**src/rtl/pipe_pkg.sv**
```systemverilog
// rtl/pipe_pkg.sv - shared widths, field offsets, NOP payload and slot ops for pipe_reg
package pipe_pkg;

    localparam int DATA_W_DEF = 160;
    localparam int CHK_W_DEF  = 1;

    // Payload layout: five 32-bit fields packed from the LSB upward.
    localparam int FIELD_W   = 32;
    localparam int INSTR_LSB = 0;
    localparam int PC_LSB    = 32;
    localparam int ALU_LSB   = 64;
    localparam int DM_LSB    = 96;
    localparam int IMM_LSB   = 128;

    localparam logic [DATA_W_DEF-1:0] NOP_PAYLOAD = '0;

    typedef enum logic [1:0] {
        SLOT_HOLD  = 2'd0,
        SLOT_LOAD  = 2'd1,
        SLOT_CLEAR = 2'd2
    } slot_op_t;

    function automatic logic [DATA_W_DEF-1:0] pack_fields(
        input logic [FIELD_W-1:0] instr,
        input logic [FIELD_W-1:0] pc,
        input logic [FIELD_W-1:0] alu,
        input logic [FIELD_W-1:0] dm,
        input logic [FIELD_W-1:0] imm
    );
        logic [DATA_W_DEF-1:0] p;
        p = NOP_PAYLOAD;
        p[INSTR_LSB +: FIELD_W] = instr;
        p[PC_LSB    +: FIELD_W] = pc;
        p[ALU_LSB   +: FIELD_W] = alu;
        p[DM_LSB    +: FIELD_W] = dm;
        p[IMM_LSB   +: FIELD_W] = imm;
        return p;
    endfunction

endpackage

```
**src/rtl/pipe_reg_slot.sv**
```systemverilog
// rtl/pipe_reg_slot.sv - one pipeline entry: valid + payload + check flops with load/clear
// A cleared or reset slot always holds the NOP payload, so downstream sees zero bubbles.
module pipe_reg_slot
    import pipe_pkg::*;
#(
    parameter int DATA_W = DATA_W_DEF,
    parameter int CHK_W  = CHK_W_DEF
) (
    input  logic              clk,
    input  logic              reset,
    input  slot_op_t          op,
    input  logic [DATA_W-1:0] next_data,
    input  logic [CHK_W-1:0]  next_check,
    output logic              valid,
    output logic [DATA_W-1:0] data,
    output logic [CHK_W-1:0]  check
);

    always_ff @(posedge clk or posedge reset) begin
        if (reset) begin
            valid <= 1'b0;
            data  <= DATA_W'(NOP_PAYLOAD);
            check <= '0;
        end else begin
            case (op)
                SLOT_LOAD: begin
                    valid <= 1'b1;
                    data  <= next_data;
                    check <= next_check;
                end
                SLOT_CLEAR: begin
                    valid <= 1'b0;
                    data  <= DATA_W'(NOP_PAYLOAD);
                    check <= '0;
                end
                default: ;
            endcase
        end
    end

endmodule

```
**src/rtl/pipe_reg.sv**
```systemverilog
// rtl/pipe_reg.sv - valid/ready pipeline register; PIPE_REG_SKID_EN adds a second (skid) entry
// With the skid entry, in_ready comes straight from a flop to break the out_ready->in_ready path.
module pipe_reg
    import pipe_pkg::*;
#(
    parameter int DATA_W = DATA_W_DEF,
    parameter int CHK_W  = CHK_W_DEF
) (
    input  logic              clk,
    input  logic              reset,
    input  logic              flush,
    input  logic              in_valid,
    output logic              in_ready,
    input  logic [DATA_W-1:0] in_data,
    input  logic [CHK_W-1:0]  in_check,
    output logic              out_valid,
    input  logic              out_ready,
    output logic [DATA_W-1:0] out_data,
    output logic [CHK_W-1:0]  out_check,
    output logic [1:0]        occ
);

    logic              main_valid;
    logic [DATA_W-1:0] main_data;
    logic [CHK_W-1:0]  main_check;
    slot_op_t          main_op;
    logic              accept;
    logic              consume;

    assign accept    = in_valid && in_ready;
    assign consume   = main_valid && out_ready;
    assign out_valid = main_valid;
    assign out_data  = main_data;
    assign out_check = main_check;

`ifdef PIPE_REG_SKID_EN
    logic              skid_valid;
    logic [DATA_W-1:0] skid_data;
    logic [CHK_W-1:0]  skid_check;
    slot_op_t          skid_op;
    logic              main_from_skid;
    logic [DATA_W-1:0] main_next_data;
    logic [CHK_W-1:0]  main_next_check;

    assign in_ready = !skid_valid;
    assign occ      = {1'b0, main_valid} + {1'b0, skid_valid};

    // The skid entry is only ever occupied while main is occupied, so main is always the head.
    always_comb begin
        main_op        = SLOT_HOLD;
        skid_op        = SLOT_HOLD;
        main_from_skid = 1'b0;
        if (flush) begin
            main_op = SLOT_CLEAR;
            skid_op = SLOT_CLEAR;
        end else if (skid_valid) begin
            if (consume) begin
                main_op        = SLOT_LOAD;
                main_from_skid = 1'b1;
                skid_op        = SLOT_CLEAR;
            end
        end else if (!main_valid || consume) begin
            if (accept) begin
                main_op = SLOT_LOAD;
            end else if (consume) begin
                main_op = SLOT_CLEAR;
            end
        end else if (accept) begin
            skid_op = SLOT_LOAD;
        end
    end

    assign main_next_data  = main_from_skid ? skid_data  : in_data;
    assign main_next_check = main_from_skid ? skid_check : in_check;

    pipe_reg_slot #(
        .DATA_W (DATA_W),
        .CHK_W  (CHK_W)
    ) u_skid (
        .clk        (clk),
        .reset      (reset),
        .op         (skid_op),
        .next_data  (in_data),
        .next_check (in_check),
        .valid      (skid_valid),
        .data       (skid_data),
        .check      (skid_check)
    );
`else
    logic [DATA_W-1:0] main_next_data;
    logic [CHK_W-1:0]  main_next_check;

    assign in_ready        = !main_valid || out_ready;
    assign occ             = {1'b0, main_valid};
    assign main_next_data  = in_data;
    assign main_next_check = in_check;

    always_comb begin
        main_op = SLOT_HOLD;
        if (flush) begin
            main_op = SLOT_CLEAR;
        end else if (accept) begin
            main_op = SLOT_LOAD;
        end else if (consume) begin
            main_op = SLOT_CLEAR;
        end
    end
`endif

    pipe_reg_slot #(
        .DATA_W (DATA_W),
        .CHK_W  (CHK_W)
    ) u_main (
        .clk        (clk),
        .reset      (reset),
        .op         (main_op),
        .next_data  (main_next_data),
        .next_check (main_next_check),
        .valid      (main_valid),
        .data       (main_data),
        .check      (main_check)
    );

endmodule

```
**config.mk**
```make
export PLATFORM = sky130hd
export DESIGN_NAME = pipe_reg
export DESIGN_NICKNAME = d
export VERILOG_FILES = /design/src/rtl/pipe_pkg.sv /design/src/rtl/pipe_reg_slot.sv /design/src/rtl/pipe_reg.sv
export SDC_FILE = /design/constraint.sdc
export NUM_CORES = 1
export LEC_CHECK = 0
export BUFFER_PORTS_ARGS = -buffer_cell sky130_fd_sc_hd__clkbuf_2
export CAP_MARGIN = 15
export CORE_ASPECT_RATIO = 0.75
export CORE_MARGIN = 4
export CORE_UTILIZATION = 35
export CTS_CLUSTER_DIAMETER = 150
export DETAILED_ROUTE_END_ITERATION = 10
export PLACE_DENSITY = 0.74
export SLEW_MARGIN = 10
export SYNTH_ARGS = -nofsm -noshare
export SYNTH_HDL_FRONTEND = slang
export SYNTH_SLANG_ARGS = --single-unit
```
**constraint.sdc**
```tcl
create_clock -name clk -period 5.63 [get_ports clk]
set_input_delay 1.126 -clock clk [delete_from_list [all_inputs] [get_ports clk]]
set_output_delay 1.126 -clock clk [all_outputs]
set_load 0.01 [all_outputs]
```
==> results.env <==
STATUS='finished clean'
DP_CELLS=881
INITIAL_ANTENNA_VIOLATION_COUNT=0
WORSTPATHCELLLIST='clkbuf_2, nand2b_1, nand3b_1, ha_4, buf_4, a22o_1'
SYNTH.AVG_CELL_AREA_SQ_UM=15.6
WORST_EP_ARRIVAL_NS=3.47
VIASPERCELL=4.84
CTS-BUFFERS-INSERTED=17
MAXCAPVIOLATIONS=0
PATH_MAX_FANOUT=106
TRITONCTS_NUM_SINKS=162
WORSTSETUPPATHTYPE='in -> reg'
POST_CTS_HOLD_BUFFER_COUNT=0
OVERFLOW=0
SEQ_AREA_FRAC_SYNTH=0.697
TIMING.HOLD.WORST_PATH_DEPTH=2
FIRST_DRT_ITERATION_DRCS=218
POWER.LEAKAGE_nW=4.47
SYN_TO_FINAL_GROWTH_PCT=39.3
HOLD_END='u_main.data[158]'
SYN-CELL-AREA_SQ_UM=5820
POSTSYNTHCELLCOUNT=373
DR_TOTAL_VIAS=4422
DIE-AREA_SQ_UM=18800
YS_WARN_COUNT=0
HOLD_CRIT_CLASS='reg -> reg'
PATH_CLK_SLEW_NS=0.06
ACHIEVABLE-FREQUENCY_MHz=319
YOSYSTOPAREACELLSHARE=0.697
MAX_SLEW.WORST_PIN.SLEW_NS=1.10
CRITICAL-PATH-MAX-STAGE-DELAY_NS=0.88
REG2REG_TO='u_main.data[150]'
NUMBER_OF_HOLD_VIOLATIONS_IN_THE_FINAL_REPORT=0
FINCLKSKEW_NS=0.00923
CPMAXSTAGEDELAYCELL='sky130_fd_sc_hd__buf_4'
DOMINANTREGCELLSYNTH='sky130_fd_sc_hd__dfrtp_1'
MAXIMUM_NUMBER_OF_PINS_ON_ONE_NET_BEFORE_GLOBAL_ROUTE_REPAIR=107
INITIAL_CORE_UTIL=0.360
POST_LAYOUT_NONFILLER_INSTANCES=913
CTS_TREE='yes'
ANT_NETS=0
SYNTH.MOST_COMMON_CELL='sky130_fd_sc_hd__dfrtp_1'
TOP_LEVEL_PORTS=331
R2R-START='u_main.valid'
CTS_BUFFER_DEPTH=2
SYNTH_CELL_TYPE_COUNT=16
YS_TOP_CELLS_BY_COUNT='162 x sky130_fd_sc_hd__dfrtp_1, 160 x sky130_fd_sc_hd__a22o_1, 14 x sky130_fd_sc_hd__buf_4'
REGTOREGSETUPSLACK_NS=2.87
DRTPASS1ITERATIONS=4
SETUP.WORST_PATH.START_CLASS='input pin'
POSTCTSSETUPBUFFERS=0
WL_MICRONS=15600
POSTCTSRESIZEDCELLS=0
FIRST_GLOBAL_VIAS=4466
ROW_COUNT=40
TIMING.REG2REG.WORST_PATH_DEPTH=5
NUM_ANTENNA_CELLS=0
CLOCK_H_TREE_LEVELS=4
VDD_IR_DROP_MAX_V=0.000181
SYNTHESIS.NETS=541
WORSTPATHREQUIRED_NS=5.97
REPORT.FINAL.SETUP_VIOL=0
RSZ0062_AT_GRT='false'
GRT_PASS1_WL_MICRONS=23700
ASYNC_RESET_FF_FRAC=1.00
PORT-BUFFER-COUNT=329
CRITPATHCAPTURETYPE='flop'
POST-SYNTH-TOP-AREA-CELL='sky130_fd_sc_hd__dfrtp_1'
FINAL_NET_COUNT=858
POWER-PER-CELL-AREA_nW_PER_UM2=421
FINAL.MIN_CLOCK_PERIOD_NS=3.13
FINAL_LAYOUT_SIZE_SUFFIX_GT1_FRAC=0.525
CLKLATENCYLATEPIN_NS=0.41
CORE-AREA_SQ_UM=16200
DETAIL_ROUTE.DRC_VIOLATIONS=0
NUMBER_OF_PINS_WITH_NEGATIVE_MAX_SLEW_SLACK_IN_THE_FINAL_REPORT=0
CHIPHEIGHT_MICRONS=120
DIE_X_MICRONS=157
SLEW_HEADROOM=0.266
PLACE.GP.CONGESTION=0.784
CLK_ROOT_BUFFER_CELL='sky130_fd_sc_hd__clkbuf_16'
HOLD_PATH.STARTPOINT='u_main.data[158]'
FINAL.PERIOD_UTILIZATION=0.557
SETUP_TNS_NS=0
FINAL.HOLD.WORST_SLACK_NS=0.506
PLACE_HPWL_MICRONS=11100
SYNTH-EDFF-COUNT=0
POST_SYNTH_MAIN_AREA_CONTRIBUTORS='sky130_fd_sc_hd__dfrtp_1 70%, sky130_fd_sc_hd__a22o_1 24%, sky130_fd_sc_hd__buf_4 1.8%'
GRTUSAGETOTAL=0.158
YS_SEQ_ELEMENTS=162
ROUTE.DETAILED.WL_PER_INST_MICRONS=17.1
[power by group]
group | switching (mW) | internal [mW] | total (mW)
clock network | 0.473 | 0.640 | 1.11
logic | 0.418 | 0.363 | 0.781
registers | 0.131 | 1.38 | 1.51
[area by class of cell]
type / instances / area [sq um]
clock inverter: 12 / 121
inverter: 2 / 12.5
tap: 210 / 263
multi-input combinational: 172 / 1500
timing repair buffer: 335 / 1690
sequential: 162 / 4050
clock buffer: 20 / 457
fill: 1370 / 8060
[worst max-delay path by stage]
stage | startpoint | to | slack, ns | cells past startpoint
floorplan | reset | u_main.check | 0.13 | 1
global placement | out_ready | u_main.data[93] | 2.11 | 7
detailed placement | out_ready | u_main.data[40] | 2.11 | 7
CTS | out_ready | u_main.data[100] | 2.51 | 7
global route | out_ready | u_main.data[14] | 2.34 | 6
finish | out_ready | u_main.data[150] | 2.50 | 6
[sequential cells by signal, indices dropped and copies added (netlist names)]
register / flops
u_main.data: 160
u_main.check: 1
u_main.valid: 1
[cells by family (layout without fill, tap and decap cells)]
group | after synthesis | count (layout) | synth area share
compound gates | 162 | 162 | 0.243
fa+ha+maj | 2 | 2 | 0.00430
flops | 162 | 162 | 0.697
mux | 1 | 1 | 0.00172
other cells | 1 | 1 | 0.000645
simple gates | 6 | 6 | 0.00667
buf+inv | 39 | 369 | 0.0469
[metal layers]
layer  vias to the layer above  track usage  share of wire
met5                         -            0              0
met4                         0       0.0477          0.015
met3                        17       0.0487          0.079
met2                       201        0.251           0.47
met1                      2138        0.210           0.43
li1                       2066            -              -
[critical path, delay by kind of cell]
kind                     cells  cell delay, ns
AO/OA/AOI/OAI                1            0.29
buffers and inverters        2            0.96
adder cells (fa/ha/maj)      1            0.70
AND/OR/NAND/NOR              2            0.26
[per-stage QoR]
step / total power, mW / instance area (sq um) / util / setup WS, ns
after floorplan: 1.98 / 5820 / - / 0.127
after global placement: 2.31 / 7520 / 0.465 / 2.11
after global routing: 3.58 / 8100 / 0.501 / 2.34
after detailed placement: 2.32 / 7520 / 0.465 / 2.11
after CTS: 3.46 / 8100 / 0.501 / 2.51
final: 3.41 / 8100 / 0.501 / 2.50
[layout by cell type, fill, tap and decap left out]
cell type                    instances
sky130_fd_sc_hd__a22o_1            160
sky130_fd_sc_hd__buf_4               6
sky130_fd_sc_hd__bufinv_16           1
sky130_fd_sc_hd__clkbuf_1            1
sky130_fd_sc_hd__clkbuf_16          17
sky130_fd_sc_hd__clkbuf_2          329
sky130_fd_sc_hd__clkbuf_8            2
sky130_fd_sc_hd__clkinv_4            3
sky130_fd_sc_hd__clkinvlp_4          4
sky130_fd_sc_hd__conb_1              1
sky130_fd_sc_hd__dfrtp_1           162
sky130_fd_sc_hd__ha_1                1
sky130_fd_sc_hd__ha_4                1
sky130_fd_sc_hd__inv_1               1
sky130_fd_sc_hd__inv_6               5
sky130_fd_sc_hd__mux2i_1             1
sky130_fd_sc_hd__nand2_1             2
sky130_fd_sc_hd__nand2b_1            2
sky130_fd_sc_hd__nand3b_1            1
sky130_fd_sc_hd__nor2_4              1
sky130_fd_sc_hd__o21ai_1             1
sky130_fd_sc_hd__o21bai_1            1
Note: power is estimated with default switching activity, not from simulation.
